===== src/rtl/ct_f_spsram_512x52_ctrl_pkg.sv =====
// Shared encodings for the 512x52 SRAM access controller.
package ct_f_spsram_512x52_ctrl_pkg;

  typedef enum logic {StInit, StRun} state_e;

  localparam int unsigned HalfWidth = 26;

  // Macro enables are active-low; these are their deasserted levels.
  localparam logic CenIdle  = 1'b1;
  localparam logic GwenIdle = 1'b1;
  localparam logic WenIdle  = 1'b1;

endpackage


===== src/rtl/ct_f_rr_arb2.sv =====
// Two-way round-robin arbiter; the favoured requester flips after every grant.
module ct_f_rr_arb2 (
  input  logic       CLK,
  input  logic       RST,
  input  logic [1:0] req,
  input  logic       ack,
  output logic [1:0] grant
);

  // High when requester 1 wins a tie.
  logic prio_q;

  always_comb begin
    grant = 2'b00;
    if (req[0] && (!req[1] || !prio_q)) begin
      grant = 2'b01;
    end else if (req[1]) begin
      grant = 2'b10;
    end
  end

  always_ff @(posedge CLK) begin
    if (RST) begin
      prio_q <= 1'b0;
    end else if (ack && (grant != 2'b00)) begin
      prio_q <= grant[0];
    end
  end

endmodule


===== src/rtl/ct_f_spsram_512x52_ctrl.sv =====
// Clears the SRAM after reset, then arbitrates two clients onto the single macro port.
module ct_f_spsram_512x52_ctrl
  import ct_f_spsram_512x52_ctrl_pkg::*;
#(
  parameter int unsigned           ADDR_WIDTH = 9,
  parameter int unsigned           DEPTH      = 512,
  parameter int unsigned           DATA_WIDTH = 52,
  parameter logic [DATA_WIDTH-1:0] INIT_VALUE = '0
) (
  input  logic                  CLK,
  input  logic                  RST,
  output logic                  init_done,
  input  logic                  req0_vld,
  input  logic                  req0_wr,
  input  logic [ADDR_WIDTH-1:0] req0_addr,
  input  logic [DATA_WIDTH-1:0] req0_wdata,
  input  logic [1:0]            req0_hwe,
  output logic                  req0_rdy,
  input  logic                  req1_vld,
  input  logic                  req1_wr,
  input  logic [ADDR_WIDTH-1:0] req1_addr,
  input  logic [DATA_WIDTH-1:0] req1_wdata,
  input  logic [1:0]            req1_hwe,
  output logic                  req1_rdy,
  output logic                  rsp0_vld,
  output logic [DATA_WIDTH-1:0] rsp0_rdata,
  output logic                  rsp1_vld,
  output logic [DATA_WIDTH-1:0] rsp1_rdata,
  output logic [ADDR_WIDTH-1:0] sram_a,
  output logic                  sram_cen,
  output logic                  sram_gwen,
  output logic [DATA_WIDTH-1:0] sram_wen,
  output logic [DATA_WIDTH-1:0] sram_d,
  input  logic [DATA_WIDTH-1:0] sram_q
);

  state_e                state_q, state_d;
  logic [ADDR_WIDTH-1:0] cnt_q, cnt_d;
  logic [ADDR_WIDTH-1:0] a_q;
  logic [DATA_WIDTH-1:0] d_q;
  logic                  rtag_vld_q, rtag_vld_d;
  logic                  rtag_id_q, rtag_id_d;

  logic                  run;
  logic [1:0]            req, grant;
  logic                  ack, sel;
  logic                  sel_wr;
  logic [ADDR_WIDTH-1:0] sel_addr;
  logic [DATA_WIDTH-1:0] sel_wdata;
  logic [1:0]            sel_hwe;

  assign run = (state_q == StRun);
  assign req = {req1_vld, req0_vld} & {2{run}};

  ct_f_rr_arb2 u_arb (
    .CLK   (CLK),
    .RST   (RST),
    .req   (req),
    .ack   (ack),
    .grant (grant)
  );

  assign ack       = |grant;
  assign sel       = grant[1];
  assign req0_rdy  = grant[0];
  assign req1_rdy  = grant[1];
  assign init_done = run;

  assign sel_wr    = sel ? req1_wr    : req0_wr;
  assign sel_addr  = sel ? req1_addr  : req0_addr;
  assign sel_wdata = sel ? req1_wdata : req0_wdata;
  assign sel_hwe   = sel ? req1_hwe   : req0_hwe;

  always_comb begin
    state_d    = state_q;
    cnt_d      = cnt_q;
    rtag_vld_d = 1'b0;
    rtag_id_d  = rtag_id_q;
    sram_cen   = CenIdle;
    sram_gwen  = GwenIdle;
    sram_wen   = {DATA_WIDTH{WenIdle}};
    sram_a     = a_q;
    sram_d     = d_q;
    unique case (state_q)
      StInit: begin
        sram_cen  = 1'b0;
        sram_gwen = 1'b0;
        sram_wen  = '0;
        sram_a    = cnt_q;
        sram_d    = INIT_VALUE;
        cnt_d     = cnt_q + 1'b1;
        if (cnt_q == ADDR_WIDTH'(DEPTH - 1)) begin
          state_d = StRun;
          cnt_d   = '0;
        end
      end
      StRun: begin
        if (ack) begin
          sram_cen = 1'b0;
          sram_a   = sel_addr;
          if (sel_wr) begin
            sram_gwen = 1'b0;
            sram_d    = sel_wdata;
            sram_wen  = {{(DATA_WIDTH - HalfWidth){~sel_hwe[1]}}, {HalfWidth{~sel_hwe[0]}}};
          end else begin
            rtag_vld_d = 1'b1;
            rtag_id_d  = sel;
          end
        end
      end
      default: state_d = StInit;
    endcase
  end

  always_ff @(posedge CLK) begin
    if (RST) begin
      state_q    <= StInit;
      cnt_q      <= '0;
      a_q        <= '0;
      d_q        <= INIT_VALUE;
      rtag_vld_q <= 1'b0;
      rtag_id_q  <= 1'b0;
    end else begin
      state_q    <= state_d;
      cnt_q      <= cnt_d;
      a_q        <= sram_a;
      d_q        <= sram_d;
      rtag_vld_q <= rtag_vld_d;
      rtag_id_q  <= rtag_id_d;
    end
  end

  // A response still in flight when reset arrives is suppressed immediately.
  assign rsp0_vld   = rtag_vld_q && !rtag_id_q && !RST;
  assign rsp1_vld   = rtag_vld_q &&  rtag_id_q && !RST;
  assign rsp0_rdata = rsp0_vld ? sram_q : '0;
  assign rsp1_rdata = rsp1_vld ? sram_q : '0;

endmodule

===== config.mk =====
export PLATFORM = sky130hd
export DESIGN_NAME = ct_f_spsram_512x52_ctrl
export DESIGN_NICKNAME = d
export VERILOG_FILES = /design/src/rtl/ct_f_spsram_512x52_ctrl_pkg.sv /design/src/rtl/ct_f_rr_arb2.sv /design/src/rtl/ct_f_spsram_512x52_ctrl.sv
export SDC_FILE = /design/constraint.sdc
export NUM_CORES = 1
export LEC_CHECK = 0
export ABC_AREA = 1
export CAP_MARGIN = 30
export CORE_AREA = 2 2 160 162
export CTS_CLUSTER_DIAMETER = 40
export CTS_CLUSTER_SIZE = 14
export DETAILED_ROUTE_END_ITERATION = 8
export DIE_AREA = 0 0 162 164
export PLACE_DENSITY = 0.55
export SYNTH_ARGS = -nofsm -noshare
export SYNTH_HDL_FRONTEND = slang
export SYNTH_SLANG_ARGS = --single-unit

===== constraint.sdc =====
create_clock -name CLK -period 3.35 [get_ports CLK]
set_input_delay 0.67 -clock CLK [delete_from_list [all_inputs] [get_ports CLK]]
set_output_delay 0.67 -clock CLK [all_outputs]
set_load 0.02 [all_outputs]

==> metrics.cfg <==
[status]
status = finished, violations left
violations = negative setup slack

[critical_path]
critPathSlowestCell = clkdlybuf4s50_1
end_kind = output pin
r2r_start = init_done$_SDFF_PP0_
start_kind = primary input
slowest_delay_ps = 450
critPathArrivalTime_ps = 2700
startpoint = req1_vld
crit_required_ps = 2680
path_buf_inv = 7
path_cells = clkdlybuf4s50_1 > nand2_2 > inv_2 > buf_4 > nand3_2 > nand2_2 > nor2_4 > buf_4 > buf_6 > nand2_1 > nand3_1 > inv_1 > dlygate4sd2_1
cpLargestDelayFamily = buffers and inverters
criticalPathCategory = primary input to output pin
worstPathMaxFanout = 8

[power]
max-vdd-ir-drop_mv = 0.2224
leakage_nw = 5.772
p_total_mw = 2.272
cellPowerDensity_mw_per_mm2 = 223.4

[timing]
rsz0062_at_grt = yes
fin_ws_ps = -21.27
hold_viol = 0
finalCriticalPeriod_ps = 3371
finalClockSkew_ps = 5.138
worst_slew_margin_rel_pct = 45.17
period_share_pct = 100.6
worst_pin_slew_ps = 822.4
setup_violations = 1
slew_viol_final = 0
fmaxAchievable_ghz = 0.2966
hold_slack_ps = 500.3
setup_tns_ps = -21.27

[final_layout]
multiInputGateArea_mm2 = 0.002500
synthToLayoutAreaGrowth_pct = 85.78
nNetsFinal = 1583
postLayoutCellArea_mm2 = 0.01017
final_common_cell = clkdlybuf4s50_1
fill_cells = 2715
final_cell_mix = 291 x clkdlybuf4s50_1, 244 x nand2_1, 230 x inv_1
regArea_mm2 = 0.001483
layout-drive-gt1-share_pct = 11.41

[placement]
placed_cell_area_mm2 = 0.01002
gp_congestion = 0.7741
portBuffers = 407
hpwl_um = 18030

[global_route]
grt_max_degree = 70
grt_pass1_wl_um = 34360
grt.total_usage_pct = 16.43
overflow = 0
antenna_found_initial = 1
grt_pass1_vias = 6310

[routing]
vias = 6919
post_drt_wl_per_cell_um = 13.70
drt_iter0_markers = 339
drt-pass1-iter-count = 4
drc = 0
vias_per_cell = 3.992
wl_um = 23750
ant_nets = 0

[min_path]
hp-class = flip-flop to flip-flop
hp-start = cnt_q[8]$_SDFFE_PP0N_

[clocking]
clockBufferDepth = 2
numCtsBuffers = 9
cts_sinks = 74
clk_pin_slew_ps = 60
cts_hold_buffers = 0
cts_tree = built
insertion_delay_ps = 350
cts_root_buffer = clkbuf_16
htree_levels = 3

[job]
drv_cap = 0

[synthesis]
yosysWarnings = 0
synth_area_per_cell_um2 = 5.479
syn_inst = 999
synth_nets = 1185
synth_area_mm2 = 0.005474
ys_ff_latch = 74
ys_seq_area_share_pct = 27.06
synthDistinctLibCells = 27

[floorplanning]
rows = 58
core_mm2 = 0.02482
die_area_mm2 = 0.02657
die_height_um = 164
die_x_um = 162
io_pins = 408
initial_core_util_pct = 22.06

area by class of cell:
cell class / count / area share (%)
well taps: 330 / 4.060
flip-flops and latches: 74 / 14.58
diodes: 1 / 0.02461
multi-input cells: 585 / 24.58
clock inverters: 7 / 0.9227
repair buffers: 491 / 44.91
clock buffers: 9 / 2.215
inverters: 236 / 8.711
registers in the layout (all words and copies together) (netlist names):
name and cells:
rtag_id_q 1, init_done 1, a_q 9, u_arb.prio_q 1, cnt_q 9, rtag_vld_q 1, d_q 52
cell families (layout without fill, tap and decap cells):
logic type / after synthesis / in the layout / synth area share, %
buffers and inverters: 340 / 743 / 27.45
and+or+nand+nor: 536 / 536 / 40.14
AOI/OAI and AO/OA: 46 / 46 / 4.731
adders and majority gates: 2 / 2 / 0.4571
other: 0 / 1 / 0
DFF: 74 / 74 / 27.06
xor gates and xnor gates: 1 / 1 / 0.1600
synth_stat cells:
cell | count | area [µm²]
inv_2 | 2 | 7.510
clkinv_1 | 3 | 11.26
a21oi_1 | 27 | 135.1
o21ai_0 | 11 | 55.05
o21ai_4 | 1 | 16.27
buf_2 | 13 | 65.06
nand2_4 | 1 | 11.26
nand2_1 | 246 | 923.4
and3_1 | 2 | 12.51
nor2_1 | 165 | 619.3
or2_2 | 1 | 6.260
ha_1 | 2 | 25.02
nand2_2 | 2 | 12.51
buf_4 | 56 | 420.4
inv_1 | 231 | 867.1
buf_1 | 9 | 33.78
clkbuf_1 | 26 | 97.59
nor3b_1 | 1 | 7.510
a22oi_1 | 7 | 52.55
nor2_4 | 1 | 11.26
nand3_2 | 1 | 10.01
nor3_1 | 6 | 30.03
nor2_2 | 1 | 6.260
nand3_1 | 108 | 540.5
nand4_1 | 1 | 6.260
xor2_1 | 1 | 8.760
dfxtp_1 | 74 | 1481
per-layer routing:
metal | vias to the layer above | track usage (%) | wire (µm)
met2 | 232 | 29.40 | 11480
met1 | 3019 | 18.82 | 9947
met5 | - | 0 | 0
met3 | 18 | 5.707 | 1964
met4 | 0 | 3.741 | 353
li1 | 3650 | - | -
metrics by stage:
stage	utilization [%]	cells	setup WS (ps)
6_report	40.98	1733	-21.27
2_1_floorplan	-	999	405.9
4_1_cts	41.24	1725	1.030
3_5_place_dp	40.39	1709	-289.5
5_1_grt	40.97	1732	-111.9
3_3_place_gp	40.39	1709	-235.5
where the power goes:
| part | internal (mW) | total, mW | switching [mW] |
|---|---|---|---|
| logic | 0.216 | 0.324 | 0.107 |
| clock network | 0.651 | 1.06 | 0.409 |
| registers | 0.885 | 0.889 | 0.00420 |
| total | 1.75 | 2.27 | 0.521 |
repair_timing:
item | 4_1_cts | 5_1_grt
pin swaps | 0 | 1
resized for setup | 135 | 69
cloned | 0 | 3
buffers inserted | 0 | 4
setup endpoints to repair | 111 | 107
worst register-to-register path, cell delays in order, from the launching register on:
cell and delay [ps]:
dfxtp_2 340, nand2_2 70, inv_2 60, buf_4 170, nand3_2 110, nand2_2 90
nor2_4 270, buf_4 180, buf_6 120, buf_4 110, nand2_1 40, nand3_1 80
buf_4 120, nor2_1 30
path summary, 6_finish.rpt:
kind                            slack, ps  cells after the start               endpoint
worst max-delay path                  -20                     13             sram_d[17]
worst min-delay path                  500                      2  cnt_q[8]$_SDFFE_PP0N_
worst max register to register       1430                     13      d_q[7]$_SDFF_PP0_
worst min register to register        500                      2  cnt_q[8]$_SDFFE_PP0N_
Note: power is estimated with default switching activity, not from simulation.
